[src/rtl/riscv_pkg.sv]
// ---------------------------------------------------------------------------
// riscv_pkg
// Shared types and widths for the integer pipeline.
//   XLEN       : datapath width
//   REG_AW     : register address width
//   alu_op_e   : 3-bit ALU opcode encoding
//   fwd_sel_e  : operand source selected by the forwarding network
//   fwd_select : priority selection of a forwarding source for one operand
// ---------------------------------------------------------------------------
package riscv_pkg;

  localparam int XLEN   = 32;
  localparam int REG_AW = 5;

  typedef enum logic [2:0] {
    ADD = 3'd0,
    SUB = 3'd1,
    AND = 3'd2,
    OR  = 3'd3,
    XOR = 3'd4,
    SLL = 3'd5,
    SRL = 3'd6,
    SLT = 3'd7
  } alu_op_e;

  typedef enum logic [1:0] {
    FWD_RF  = 2'd0,
    FWD_EXM = 2'd1,
    FWD_WB  = 2'd2
  } fwd_sel_e;

  // EX/MEM is the younger producer, so it wins over MEM/WB. x0 is hardwired
  // to zero and is therefore never a forwarding target.
  function automatic fwd_sel_e fwd_select(
    input logic              exm_wr_en,
    input logic [REG_AW-1:0] exm_rd,
    input logic              wb_wr_en,
    input logic [REG_AW-1:0] wb_rd,
    input logic [REG_AW-1:0] src
  );
    fwd_sel_e sel;
    sel = FWD_RF;
    if (exm_wr_en && (exm_rd != '0) && (exm_rd == src)) begin
      sel = FWD_EXM;
    end else if (wb_wr_en && (wb_rd != '0) && (wb_rd == src)) begin
      sel = FWD_WB;
    end
    return sel;
  endfunction

endpackage

[src/rtl/fwd_mux.sv]
// ---------------------------------------------------------------------------
// fwd_mux
// Resolves one source operand against the EX/MEM and MEM/WB write ports.
// Ports:
//   src_addr   : source register address of the held instruction
//   rf_val     : register file value captured with the instruction
//   exm_*      : EX/MEM write port (enable, destination, data)
//   wb_*       : MEM/WB write port (enable, destination, data)
//   fwd_val    : forwarded operand value
// ---------------------------------------------------------------------------
module fwd_mux
  import riscv_pkg::*;
#(
  parameter int XLEN   = riscv_pkg::XLEN,
  parameter int REG_AW = riscv_pkg::REG_AW
) (
  input  logic [REG_AW-1:0] src_addr,
  input  logic [XLEN-1:0]   rf_val,
  input  logic              exm_wr_en,
  input  logic [REG_AW-1:0] exm_rd,
  input  logic [XLEN-1:0]   exm_data,
  input  logic              wb_wr_en,
  input  logic [REG_AW-1:0] wb_rd,
  input  logic [XLEN-1:0]   wb_data,
  output logic [XLEN-1:0]   fwd_val
);

  fwd_sel_e sel;

  // Address compare first, then a plain three-way data select.
  always_comb begin
    sel = fwd_select(exm_wr_en, exm_rd, wb_wr_en, wb_rd, src_addr);
    fwd_val = rf_val;
    case (sel)
      FWD_EXM: fwd_val = exm_data;
      FWD_WB:  fwd_val = wb_data;
      default: fwd_val = rf_val;
    endcase
  end

endmodule

[src/rtl/id_ex_stage.sv]
// ---------------------------------------------------------------------------
// id_ex_stage
// ID/EX pipeline register with operand forwarding feeding the execute ALU.
// Ports:
//   clk, rst_n          : clock, asynchronous active-low reset
//   in_valid/in_ready   : decode handshake
//   in_rs1/rs2_addr/val : source addresses and register file read data
//   in_imm, in_use_imm  : immediate and operand-b select
//   in_alu_op           : ALU opcode
//   in_rd, in_reg_write : destination info
//   flush               : kill held instruction (branch redirect)
//   exm_*, wb_*         : EX/MEM and MEM/WB forwarding sources
//   out_valid/out_ready : execute handshake
//   alu_a, alu_b        : forwarded ALU operands
//   alu_opcode          : ALU opcode
//   store_data          : forwarded rs2
//   out_rd              : destination register
//   out_reg_write       : destination write enable, qualified by out_valid
// Build option:
//   ID_EX_STAT_EN       : adds stall_cnt and flush_cnt 32-bit counters
// ---------------------------------------------------------------------------
module id_ex_stage
  import riscv_pkg::*;
#(
  parameter int XLEN   = riscv_pkg::XLEN,
  parameter int REG_AW = riscv_pkg::REG_AW
) (
  input  logic              clk,
  input  logic              rst_n,
  input  logic              in_valid,
  output logic              in_ready,
  input  logic [REG_AW-1:0] in_rs1_addr,
  input  logic [REG_AW-1:0] in_rs2_addr,
  input  logic [XLEN-1:0]   in_rs1_val,
  input  logic [XLEN-1:0]   in_rs2_val,
  input  logic [XLEN-1:0]   in_imm,
  input  logic              in_use_imm,
  input  logic [2:0]        in_alu_op,
  input  logic [REG_AW-1:0] in_rd,
  input  logic              in_reg_write,
  input  logic              flush,
  input  logic              exm_wr_en,
  input  logic [REG_AW-1:0] exm_rd,
  input  logic [XLEN-1:0]   exm_data,
  input  logic              wb_wr_en,
  input  logic [REG_AW-1:0] wb_rd,
  input  logic [XLEN-1:0]   wb_data,
  output logic              out_valid,
  input  logic              out_ready,
  output logic [XLEN-1:0]   alu_a,
  output logic [XLEN-1:0]   alu_b,
  output logic [2:0]        alu_opcode,
  output logic [XLEN-1:0]   store_data,
  output logic [REG_AW-1:0] out_rd,
`ifdef ID_EX_STAT_EN
  output logic [31:0]       stall_cnt,
  output logic [31:0]       flush_cnt,
`endif
  output logic              out_reg_write
);

  logic              valid_q;
  logic [REG_AW-1:0] rs1_q;
  logic [REG_AW-1:0] rs2_q;
  logic [XLEN-1:0]   rs1_val_q;
  logic [XLEN-1:0]   rs2_val_q;
  logic [XLEN-1:0]   imm_q;
  logic              use_imm_q;
  alu_op_e           alu_op_q;
  logic [REG_AW-1:0] rd_q;
  logic              reg_write_q;

  logic              accept;
  logic              stalled;
  logic [XLEN-1:0]   fwd_rs1;
  logic [XLEN-1:0]   fwd_rs2;

  assign in_ready = !valid_q || out_ready;
  assign accept   = in_valid && in_ready;
  assign stalled  = valid_q && !out_ready;

  // Valid bit: flush dominates, an accepted beat refills the stage, and a
  // drained beat with nothing behind it empties it.
  always_ff @(posedge clk or negedge rst_n) begin
    if (!rst_n) begin
      valid_q <= 1'b0;
    end else if (flush) begin
      valid_q <= 1'b0;
    end else if (accept) begin
      valid_q <= 1'b1;
    end else if (out_ready) begin
      valid_q <= 1'b0;
    end
  end

  // Field registers. While stalled, a retiring MEM/WB write to one of our
  // sources is folded into the captured value; otherwise the producer would
  // leave the forwarding window and the stage would present stale data.
  always_ff @(posedge clk or negedge rst_n) begin
    if (!rst_n) begin
      rs1_q       <= '0;
      rs2_q       <= '0;
      rs1_val_q   <= '0;
      rs2_val_q   <= '0;
      imm_q       <= '0;
      use_imm_q   <= 1'b0;
      alu_op_q    <= ADD;
      rd_q        <= '0;
      reg_write_q <= 1'b0;
    end else if (accept) begin
      rs1_q       <= in_rs1_addr;
      rs2_q       <= in_rs2_addr;
      rs1_val_q   <= in_rs1_val;
      rs2_val_q   <= in_rs2_val;
      imm_q       <= in_imm;
      use_imm_q   <= in_use_imm;
      alu_op_q    <= alu_op_e'(in_alu_op);
      rd_q        <= in_rd;
      reg_write_q <= in_reg_write;
    end else if (stalled) begin
      if (wb_wr_en && (wb_rd != '0) && (wb_rd == rs1_q)) begin
        rs1_val_q <= wb_data;
      end
      if (wb_wr_en && (wb_rd != '0) && (wb_rd == rs2_q)) begin
        rs2_val_q <= wb_data;
      end
    end
  end

  fwd_mux #(.XLEN(XLEN), .REG_AW(REG_AW)) u_fwd_rs1 (
    .src_addr  (rs1_q),
    .rf_val    (rs1_val_q),
    .exm_wr_en (exm_wr_en),
    .exm_rd    (exm_rd),
    .exm_data  (exm_data),
    .wb_wr_en  (wb_wr_en),
    .wb_rd     (wb_rd),
    .wb_data   (wb_data),
    .fwd_val   (fwd_rs1)
  );

  fwd_mux #(.XLEN(XLEN), .REG_AW(REG_AW)) u_fwd_rs2 (
    .src_addr  (rs2_q),
    .rf_val    (rs2_val_q),
    .exm_wr_en (exm_wr_en),
    .exm_rd    (exm_rd),
    .exm_data  (exm_data),
    .wb_wr_en  (wb_wr_en),
    .wb_rd     (wb_rd),
    .wb_data   (wb_data),
    .fwd_val   (fwd_rs2)
  );

  assign out_valid     = valid_q;
  assign alu_a         = fwd_rs1;
  assign alu_b         = use_imm_q ? imm_q : fwd_rs2;
  assign store_data    = fwd_rs2;
  assign alu_opcode    = alu_op_q;
  assign out_rd        = rd_q;
  assign out_reg_write = reg_write_q & valid_q;

`ifdef ID_EX_STAT_EN
  // Performance counters; both wrap naturally at 2^32.
  always_ff @(posedge clk or negedge rst_n) begin
    if (!rst_n) begin
      stall_cnt <= '0;
      flush_cnt <= '0;
    end else begin
      if (stalled) begin
        stall_cnt <= stall_cnt + 32'd1;
      end
      if (flush && valid_q) begin
        flush_cnt <= flush_cnt + 32'd1;
      end
    end
  end
`endif

endmodule

[config.mk]
export PLATFORM = sky130hd
export DESIGN_NAME = id_ex_stage
export DESIGN_NICKNAME = d
export VERILOG_FILES = /design/src/rtl/riscv_pkg.sv /design/src/rtl/fwd_mux.sv /design/src/rtl/id_ex_stage.sv
export SDC_FILE = /design/constraint.sdc
export NUM_CORES = 1
export LEC_CHECK = 0
export BUFFER_PORTS_ARGS = -buffer_cell sky130_fd_sc_hd__buf_2
export CORE_MARGIN = 2
export CORE_UTILIZATION = 49
export DETAILED_ROUTE_END_ITERATION = 8
export GPL_TIMING_DRIVEN = 0
export HOLD_SLACK_MARGIN = 0.1
export PLACE_DENSITY = 0.81
export SYNTH_ARGS = -nofsm -noshare
export SYNTH_HDL_FRONTEND = slang
export SYNTH_SLANG_ARGS = --single-unit
export TNS_END_PERCENT = 30
[constraint.sdc]
create_clock -name clk -period 3.1 [get_ports clk]
set_input_delay 0.31 -clock clk [delete_from_list [all_inputs] [get_ports clk]]
set_output_delay 0.31 -clock clk [all_outputs]
set_load 0.05 [all_outputs]
* Yosys cells after proc, flatten, opt, wreduce, memory -nomap -nowiden *
Index checks and enable logic that the tools add are counted.

storage, ports and cells
  register bits = 117
  input port bits = 197

cells by class
  equal/unequal tests = 8
  mux-type cells = 16
  bitwise operators = 1
  reductions and logical operators = 19

operators by type and width
  kind                                                             number
  32-bit two-way mux                                               7
  32-bit case mux with 2 select lines                              2
  5-bit == test                                                    4
  5-bit nonzero test                                               2
  1-bit logical AND                                                8
  2-bit two-way mux                                                4
  2-bit nonzero test                                               3
  2-bit by 1-bit == test with 1-bit output, second input constant  2
  2-bit == test, second input constant                             2
  2-bit AND reduction                                              2
  1-bit two-way mux                                                3
  3-bit nonzero test                                               1
  1-bit logical NOT                                                2
  1-bit bitwise AND                                                1
  1-bit logical OR                                                 1

* Longest topological paths before layout *
Gate-level depths: netlist of the first run.

  depth after elaboration = 8
  mapped depth = 7
  depth with buffers taken out = 6

* By module *
Synthesis of the first run repeated with hierarchy kept, for this count alone.

second synthesis, totals
  cell total of the unflattened synthesis = 735
  area, all modules = 8665.8 um2

by module, submodules not included
  module       times used  cells an instance  area each (um2)  sequential area each (um2)
  id_ex_stage  1           375                5625.4           2927.8
  fwd_mux      2           180                1520.2           0.0

* Worst setup path before layout of the first run *
Ideal clock, no wire load.

  path kind = input to output
  start = input wb_rd[0]
  end = output alu_a[10]
  arrival time = 2.588 ns
  data required time = 2.790 ns
  slack = 0.202 ns
  cell stages on the path = 6
  path buffers = 1
  cells stage by stage = or4_4 > o21ai_2 > nor3_2 > buf_2 > mux2i_1 > o21ai_0

between the ends
  longest elaborated chain between the ends = 7
  elaborated cells between the ends (all ways) = 9
  classes of those cells = eq/ne (3); mux (3); reduce/logical (3)

RTL lines
  element                                                                    line               RTL
  start, declared                                                            id_ex_stage.sv:46  input logic [REG_AW-1:0] wb_rd,
  5-bit nonzero test                                                         riscv_pkg.sv:45    end else if (wb_wr_en && (wb_rd != '0) && (wb_rd == src)) begin
  1-bit logical AND                                                          riscv_pkg.sv:45
  1-bit logical AND *                                                        riscv_pkg.sv:45
  2-bit two-way mux *                                                        riscv_pkg.sv:45
  2-bit two-way mux *                                                        riscv_pkg.sv:43    if (exm_wr_en && (exm_rd != '0) && (exm_rd == src)) begin
  2-bit == test or 2-bit by 1-bit == test with 1-bit output (tied branches)  fwd_mux.sv:34      case (sel)
  32-bit case mux with 2 select lines *                                      fwd_mux.sv:34
  end, declared                                                              id_ex_stage.sv:50  output logic [XLEN-1:0] alu_a,

Every way passes the cells marked *; elsewhere a longest branch is shown, timed or not.

* Final worst setup path of the first run *
  start = register rs1_q[4]
  end = output alu_a[3]

between the ends
  longest elaborated chain between the ends = 6
  elaborated cells between the ends (all ways) = 9
  classes of those cells = eq/ne (4); mux (3); reduce/logical (2)

RTL lines
  element                                                                    line                RTL
  start, declared                                                            id_ex_stage.sv:63   logic [REG_AW-1:0] rs1_q;
  start signal, assigned                                                     id_ex_stage.sv:111  rs1_q <= in_rs1_addr;
  5-bit == test                                                              riscv_pkg.sv:45
  1-bit logical AND                                                          riscv_pkg.sv:45
  2-bit two-way mux                                                          riscv_pkg.sv:45
  2-bit two-way mux *                                                        riscv_pkg.sv:43
  2-bit == test or 2-bit by 1-bit == test with 1-bit output (tied branches)  fwd_mux.sv:34
  32-bit case mux with 2 select lines *                                      fwd_mux.sv:34

Marked as above.

==> results.py, run 1 <==
metrics = {
    "cells_and_area": {
        "final_core_util": 0.678,
        "area_delta_synth_final_pct": 34.7,
        "fin_cells": 1323,
        "layout.nets": 1321,
        "regArea_mm2": 0.00293,
        "fill_cells": 1201,
        "multi_input_area_mm2": 0.00393,
        "drive_gt1_frac": 0.379,
    },
    "timing": {
        "finalSetupViolCount": 0,
        "fmax_mhz": 338,
        "final_hold_viol_count": 0,
        "setup_tns_ns": 0,
        "worst_pin_slew_ns": 0.887,
        "slew_headroom": 0.409,
        "drv_slew": 0,
        "grt_setup_unrepaired": "no",
        "min_period_ns": 2.96,
        "period_share": 0.954,
        "fin_worst_skew_ns": 0.00868,
    },
    "min_path": {
        "hp-class": "in -> reg",
        "min_path_cells": 3,
        "worstHoldStart": "in_imm[19]",
        "hold_end": "imm_q[19]",
    },
    "power": {
        "powerDensity_mw_per_mm2": 623,
        "seqPwrFrac": 0.296,
        "leakage_nw": 4.78,
        "finalPower_mw": 6.16,
        "ir_drop_uv": 460,
        "p_clk_frac": 0.332,
        "internal_power_mw": 3.74,
        "comb_power_share": 0.372,
        "p_sw_frac": 0.393,
        "netSwitchingPower_mw": 2.42,
    },
    "floorplan": {
        "fp.dieH_um": 126,
        "coreArea_mm2": 0.0146,
        "rows": 44,
        "die_w_um": 126,
        "start_util": 0.503,
        "fp.dieArea_mm2": 0.0160,
        "io-pin-count": 304,
    },
    "yosys": {
        "yosys-top-cells-count": "mux2i_1 (128), dfrtp_1 (117), nor2_1 (99)",
        "postSynthAreaPerCell_um2": 9.31,
        "synthCells": 789,
        "synth_ff_type": "dfrtp_1",
        "ys_types": 34,
        "yosysMostFrequentCell": "mux2i_1",
        "syn_area_mm2": 0.00734,
        "async_flop_share": 1.00,
        "synth_top_cell_by_area": "dfrtp_1",
        "synth_fp_nets": 986,
        "synth_seq_cells": 117,
        "synth_area_leaders": "dfrtp_1 (40%), mux2i_1 (17%), a21oi_1 (6.6%)",
        "synth_edf_count": 0,
        "synth_top_area_share": 0.399,
        "yosys_warnings": 0,
        "yosysSeqAreaShare": 0.399,
    },
    "setup_path": {
        "ff2ff_path_depth": 5,
        "end_kind": "output port",
        "path_class": "reg -> out",
        "rrSetupSlack_ns": 0.59,
        "r2r-start": "rs1_q[4]",
        "critPathMaxFanout": 10,
        "cp-start-kind": "flip-flop",
        "worstPathArrival_ns": 2.65,
        "worstReg2RegEnd": "rs1_val_q[0]",
        "crit_required_ns": 2.79,
    },
    "detailed_routing": {
        "via_count": 7466,
        "via_per_inst": 5.64,
        "first_pass_iters": 5,
        "ant_nets": 0,
        "drt_iter0_drc": 542,
        "drc": 0,
        "wl_per_cell_um": 19.7,
        "drt-total-wl_um": 26100,
    },
    "cts": {
        "numCtsBuffers": 17,
        "path_clk_slew_ns": 0.05,
        "clkSinkCount": 117,
        "cts_max_level": 4,
        "clockRootBuffer": "clkbuf_16",
        "cts_max_path_buffers": 2,
        "cts_tree": "yes",
        "clock_latency_ns": 0.42,
    },
    "global_routing": {
        "grt_pass1_wl_um": 39800,
        "antenna_found_initial": 2,
        "grt_usage": 0.320,
        "grt_pass1_vias": 7627,
        "grt_max_degree": 64,
        "grt-ovfl-total": 0,
    },
    "place": {
        "placed_cells": 1277,
        "place.gp.congestion": 0.895,
        "place_hpwl_um": 18900,
        "portBuffers": 303,
    },
    "status": {
        "status": "finished clean",
    },
    "flow_run": {
        "cap_violations": 0,
    },
}
registers in the layout (all words and copies together) (netlist names), 3 cells and up:
name,cells
rs1_val_q,32
imm_q,32
rs1_q,5
rs2_val_q,32
alu_opcode,3
out_rd,5
rs2_q,5
final cells by class:
class / instances / area share
Tap cell: 184 / 0.0233
Sequential cell: 117 / 0.296
Timing Repair Buffer: 316 / 0.169
Clock buffer: 23 / 0.0503
Inverter: 34 / 0.0129
Multi-Input combinational cell: 576 / 0.397
Antenna cell: 2 / 0.000506
Clock inverter: 9 / 0.0124
Buffer: 62 / 0.0385
cell families after synthesis:
group,count (synthesis),synth area share
and+or+nand+nor,209,0.119
DFF,117,0.399
AOI/OAI and AO/OA,199,0.184
buffers and inverters,96,0.0685
muxes,148,0.205
xor gates and xnor gates,20,0.0239
cells in the final DEF, fill, tap and decap left out, types with 3 or more instances in the layout:
cell type,count
buf_2,319
mux2i_1,128
dfrtp_1,117
nor2_1,99
a21oi_1,97
nand2_1,66
o21ai_0,64
inv_1,34
nor3_1,33
a221oi_2,30
clkbuf_1,27
mux2_2,20
clkbuf_16,17
xor2_1,13
dlygate4sd3_1,12
xnor2_1,7
buf_6,7
buf_4,6
clkbuf_8,5
clkinv_2,5
buf_12,3
bufinv_16,3
worst max-delay path, stage by stage (launching register included):
cell     delay [ns]
dfrtp_1        0.42
xnor2_1        0.18
nand3_1        0.22
nor3_4         0.30
buf_2          0.37
mux2i_1        0.11
o21ai_0        0.29
buf_2          0.33
stage by stage:
stage          hold slack (ns)  area [um2]  setup WS (ns)
3_5_place_dp             0.306        9130          0.287
5_1_grt                  0.108        9890        0.00663
6_report                 0.106        9890          0.142
3_3_place_gp             0.460        9090          0.225
2_1_floorplan           0.0144        7340          0.202
4_1_cts                  0.101        9870         0.0245
per-layer routing:
metal	global-route usage	part of all wire	vias up	wire [um]
met3	0.0650	0.071	69	1850
met4	0.142	0.030	0	787
met5	0	0	-	0
met2	0.547	0.49	399	12900
li1	-	-	3461	-
met1	0.392	0.40	3537	10600
power by group through the flow:
stage	sequential, mW	combinational [mW]	clock (mW)
5_1_grt	1.85	2.41	2.14
6_report	1.82	2.29	2.05
3_3_place_gp	1.84	2.22	0
2_1_floorplan	1.87	1.57	0
3_5_place_dp	1.85	2.25	0
4_1_cts	1.82	2.28	2.07
how the worst max path moves through the flow:
stage	start	endpoint	depth (start not counted)
2_1_floorplan	wb_rd[0]	alu_a[10]	6
3_3_place_gp	rst_n	rs2_val_q[15]	1
3_5_place_dp	exm_rd[1]	store_data[4]	8
4_1_cts	rs2_q[0]	alu_b[4]	7
5_1_grt	rs1_q[4]	alu_a[3]	7
6_report	rs1_q[4]	alu_a[3]	7
what timing repair did:
item | CTS | global route
resized for setup | 0 | 5
endpoints found under the hold margin | 65 | 0
hold buffers | 12 | 0
buffers inserted | 0 | 0
endpoints found under the setup margin | 0 | 28
Power figures use the tool's default switching activity.
==> run 2, diff against run 1 <==
- PLACE_DENSITY: 0.81 -> 0.79
- SYNTH_HIERARCHICAL: not set -> 1
==> results.py, run 2 <==
metrics = {
    "status": {
        "status": "finished clean",
    },
    "yosys": {
        "synth_seq_cells": 117,
        "synth_fp_nets": 932,
        "synth-simple-area-share": 0.140,
        "synth_top_cell_by_area": "dfrtp_1",
        "yosys.area_share.xor_xnor": 0.0263,
        "synthMuxAreaShare": 0.275,
        "postSynthAreaPerCell_um2": 11.8,
        "synth_ff_type": "dfrtp_1",
        "yosys-top-cells-count": "mux2_2 (188), dfrtp_1 (117), nor4_1 (64), o31ai_1 (64), a31oi_2 (58)",
        "synth_top_family_by_area": "multiplexers",
        "ys_types": 34,
        "synth_area_leaders": "dfrtp_1 (34%), mux2_2 (24%), a31oi_2 (8.4%)",
        "yosysSeqAreaShare": 0.338,
        "synthCells": 735,
        "yosysMostFrequentCell": "mux2_2",
        "synth_top_area_share": 0.338,
        "synthAdderAreaFrac": 0,
        "yosys_warnings": 6,
        "synth_edf_count": 0,
        "synth_compound_area_frac": 0.156,
        "syn_area_mm2": 0.00867,
        "async_flop_share": 1.00,
    },
    "power": {
        "ir_drop_uv": 456,
        "p_clk_frac": 0.278,
        "powerDensity_mw_per_mm2": 602,
        "internal_power_mw": 4.01,
        "leakage_nw": 4.63,
        "p_sw_frac": 0.421,
        "comb_power_share": 0.448,
        "netSwitchingPower_mw": 2.92,
        "seqPwrFrac": 0.274,
        "finalPower_mw": 6.93,
    },
    "timing": {
        "fin_worst_skew_ns": 0.0102,
        "worst_pin_slew_ns": 0.866,
        "finalSetupViolCount": 0,
        "fin_ws_ns": 0.0188,
        "period_share": 0.994,
        "fmax_mhz": 325,
        "final_hold_viol_count": 0,
        "drv_slew": 0,
        "holdWs_ns": 0.118,
        "grt_setup_unrepaired": "yes",
        "slew_headroom": 0.423,
        "min_period_ns": 3.08,
    },
    "cells_and_area": {
        "drive_gt1_frac": 0.640,
        "reg.largest.list": "imm_q x32, rs1_val_q x32, rs2_val_q x32",
        "area_delta_synth_final_pct": 32.8,
        "layout.nets": 1266,
        "final_core_util": 0.666,
        "fin_cells": 1310,
        "layout_commonest_cell": "buf_2",
        "layout_common_cells": "buf_2 (291), mux2_2 (188), dfrtp_1 (113), nor4_1 (62), o31ai_1 (57)",
    },
    "global_routing": {
        "grt_max_degree": 62,
        "grt_pass1_vias": 8042,
        "grt_usage": 0.317,
        "antenna_found_initial": 3,
        "grt-ovfl-total": 0,
        "grt_pass1_wl_um": 44600,
    },
    "cts": {
        "clkSinkCount": 117,
        "path_clk_slew_ns": 0.06,
        "cts_max_path_buffers": 2,
        "clockRootBuffer": "clkbuf_16",
        "numCtsBuffers": 17,
        "clock_latency_ns": 0.42,
        "cts_tree": "yes",
        "cts_max_level": 4,
    },
    "setup_path": {
        "worst-path-buf-inv": 1,
        "crit_family": "simple AND/OR/NAND/NOR gates",
        "critPathMaxStageDelay_ns": 0.67,
        "critPathMaxFanout": 5,
        "worstPathArrival_ns": 2.77,
        "crit_required_ns": 2.79,
        "path_cells": "xnor2_2 -> nand2_1 -> or4b_2 -> a31oi_2 -> mux2_2 -> buf_4",
        "path_class": "reg -> out",
        "cp-start-kind": "flip-flop",
        "end_kind": "output port",
        "cp_slowest_cell": "or4b_2",
    },
    "floorplan": {
        "die_w_um": 137,
        "fp.dieArea_mm2": 0.0188,
        "fp.dieH_um": 137,
        "start_util": 0.501,
        "io-pin-count": 304,
        "coreArea_mm2": 0.0173,
        "rows": 48,
    },
    "detailed_routing": {
        "drt-total-wl_um": 31000,
        "via_per_inst": 6.22,
        "ant_nets": 0,
        "first_pass_iters": 5,
        "wl_per_cell_um": 23.6,
        "drc": 0,
        "via_count": 8145,
        "drt_iter0_drc": 640,
    },
    "place": {
        "place_hpwl_um": 21800,
        "dp_slack_ns": 0.138,
        "place.gp.congestion": 0.854,
        "portBuffers": 303,
        "placed_cells": 1264,
    },
    "min_path": {
        "hp-class": "in -> reg",
    },
    "flow_run": {
        "cap_violations": 0,
    },
}
## run 2: changes by cell type after synthesis, moves of 24 or more
cell      delta
o31ai_1     +64
inv_1       -32
or4b_1      +50
a31oi_2     +57
mux2_1      +24
nor4_1      +64
a221oi_2    -30
nor2_1      -94
mux2i_1    -128
nand2_1     -60
a21oi_1     -96
o21ai_0     -64
nor3_1      -34
mux2_2     +168
## run 2: worst paths after layout
kind | start | endpoint | slack, ns | depth (start not counted)
setup / recovery | rs2_q[1] | alu_b[28] | 0.02 | 6
hold / removal | in_imm[27] | imm_q[27] | 0.12 | 2
setup reg to reg | out_valid | imm_q[20] | 0.52 | 5
hold reg to reg | rs1_val_q[20] | rs1_val_q[20] | 0.49 | 1
max in group asynchronous | rst_n | rs2_q[1] | 1.89 | 3
min in group asynchronous | rst_n | imm_q[12] | 0.46 | 2
## run 2: cell families after synthesis
family / count (synthesis)
buf+inv: 86
xor+xnor: 26
compound gates: 136
mux: 212
flops: 117
simple gates: 158
## run 2: final cells by class
| type | count | area [um2] |
|---|---|---|
| fillers | 1378 | 5780 |
| multi-input cells | 534 | 5420 |
| flip-flops and latches | 117 | 2930 |
| repair buffers | 313 | 1710 |
| plain buffers | 84 | 579 |
| clock buffers | 23 | 498 |
| well taps | 225 | 282 |
| clock inverters | 9 | 75.1 |
| inverters | 2 | 7.51 |
| diodes | 3 | 7.51 |
## run 2: metal layers
metal | up-vias | GRT usage | routed length, um
met5 | - | 0 | 11
met1 | 3989 | 0.386 | 12000
li1 | 3597 | - | -
met4 | 2 | 0.108 | 903
met2 | 469 | 0.553 | 15500
met3 | 88 | 0.0674 | 2590
## run 2: power by group through the flow
stage | combinational (mW) | clock (mW) | sequential [mW]
final | 3.10 | 1.93 | 1.90
after global routing | 3.24 | 2.02 | 1.92
after CTS | 2.98 | 1.95 | 1.88
after detailed placement | 2.90 | 0 | 1.90
after global placement | 2.87 | 0 | 1.89
after floorplan | 2.08 | 0 | 1.91
## run 2: worst register-to-register path, delay by kind of cell (launching register included)
kind	cells	cell delay (ns)
buf+inv	2	1.14
simple gates	2	0.60
mux	1	0.38
flops	1	0.35
## run 2: what timing repair did
| item | CTS | global route |
|---|---|---|
| pin swaps | 2 | 9 |
| buffers inserted | 1 | 6 |
| hold buffers | 2 | 0 |
| hold endpoints to repair | 61 | 0 |
| gates cloned | 0 | 2 |
| gates resized for setup | 38 | 59 |
| setup endpoints to repair | 70 | 67 |
## run 2: per-stage QoR
| step | instance area [um2] | setup TNS, ns |
|---|---|---|
| 2_1_floorplan | 8670 | -0.142 |
| 3_3_place_gp | 10500 | 0 |
| 3_5_place_dp | 10500 | 0 |
| 4_1_cts | 11200 | -0.0319 |
| 5_1_grt | 11500 | -0.146 |
| 6_report | 11500 | 0 |
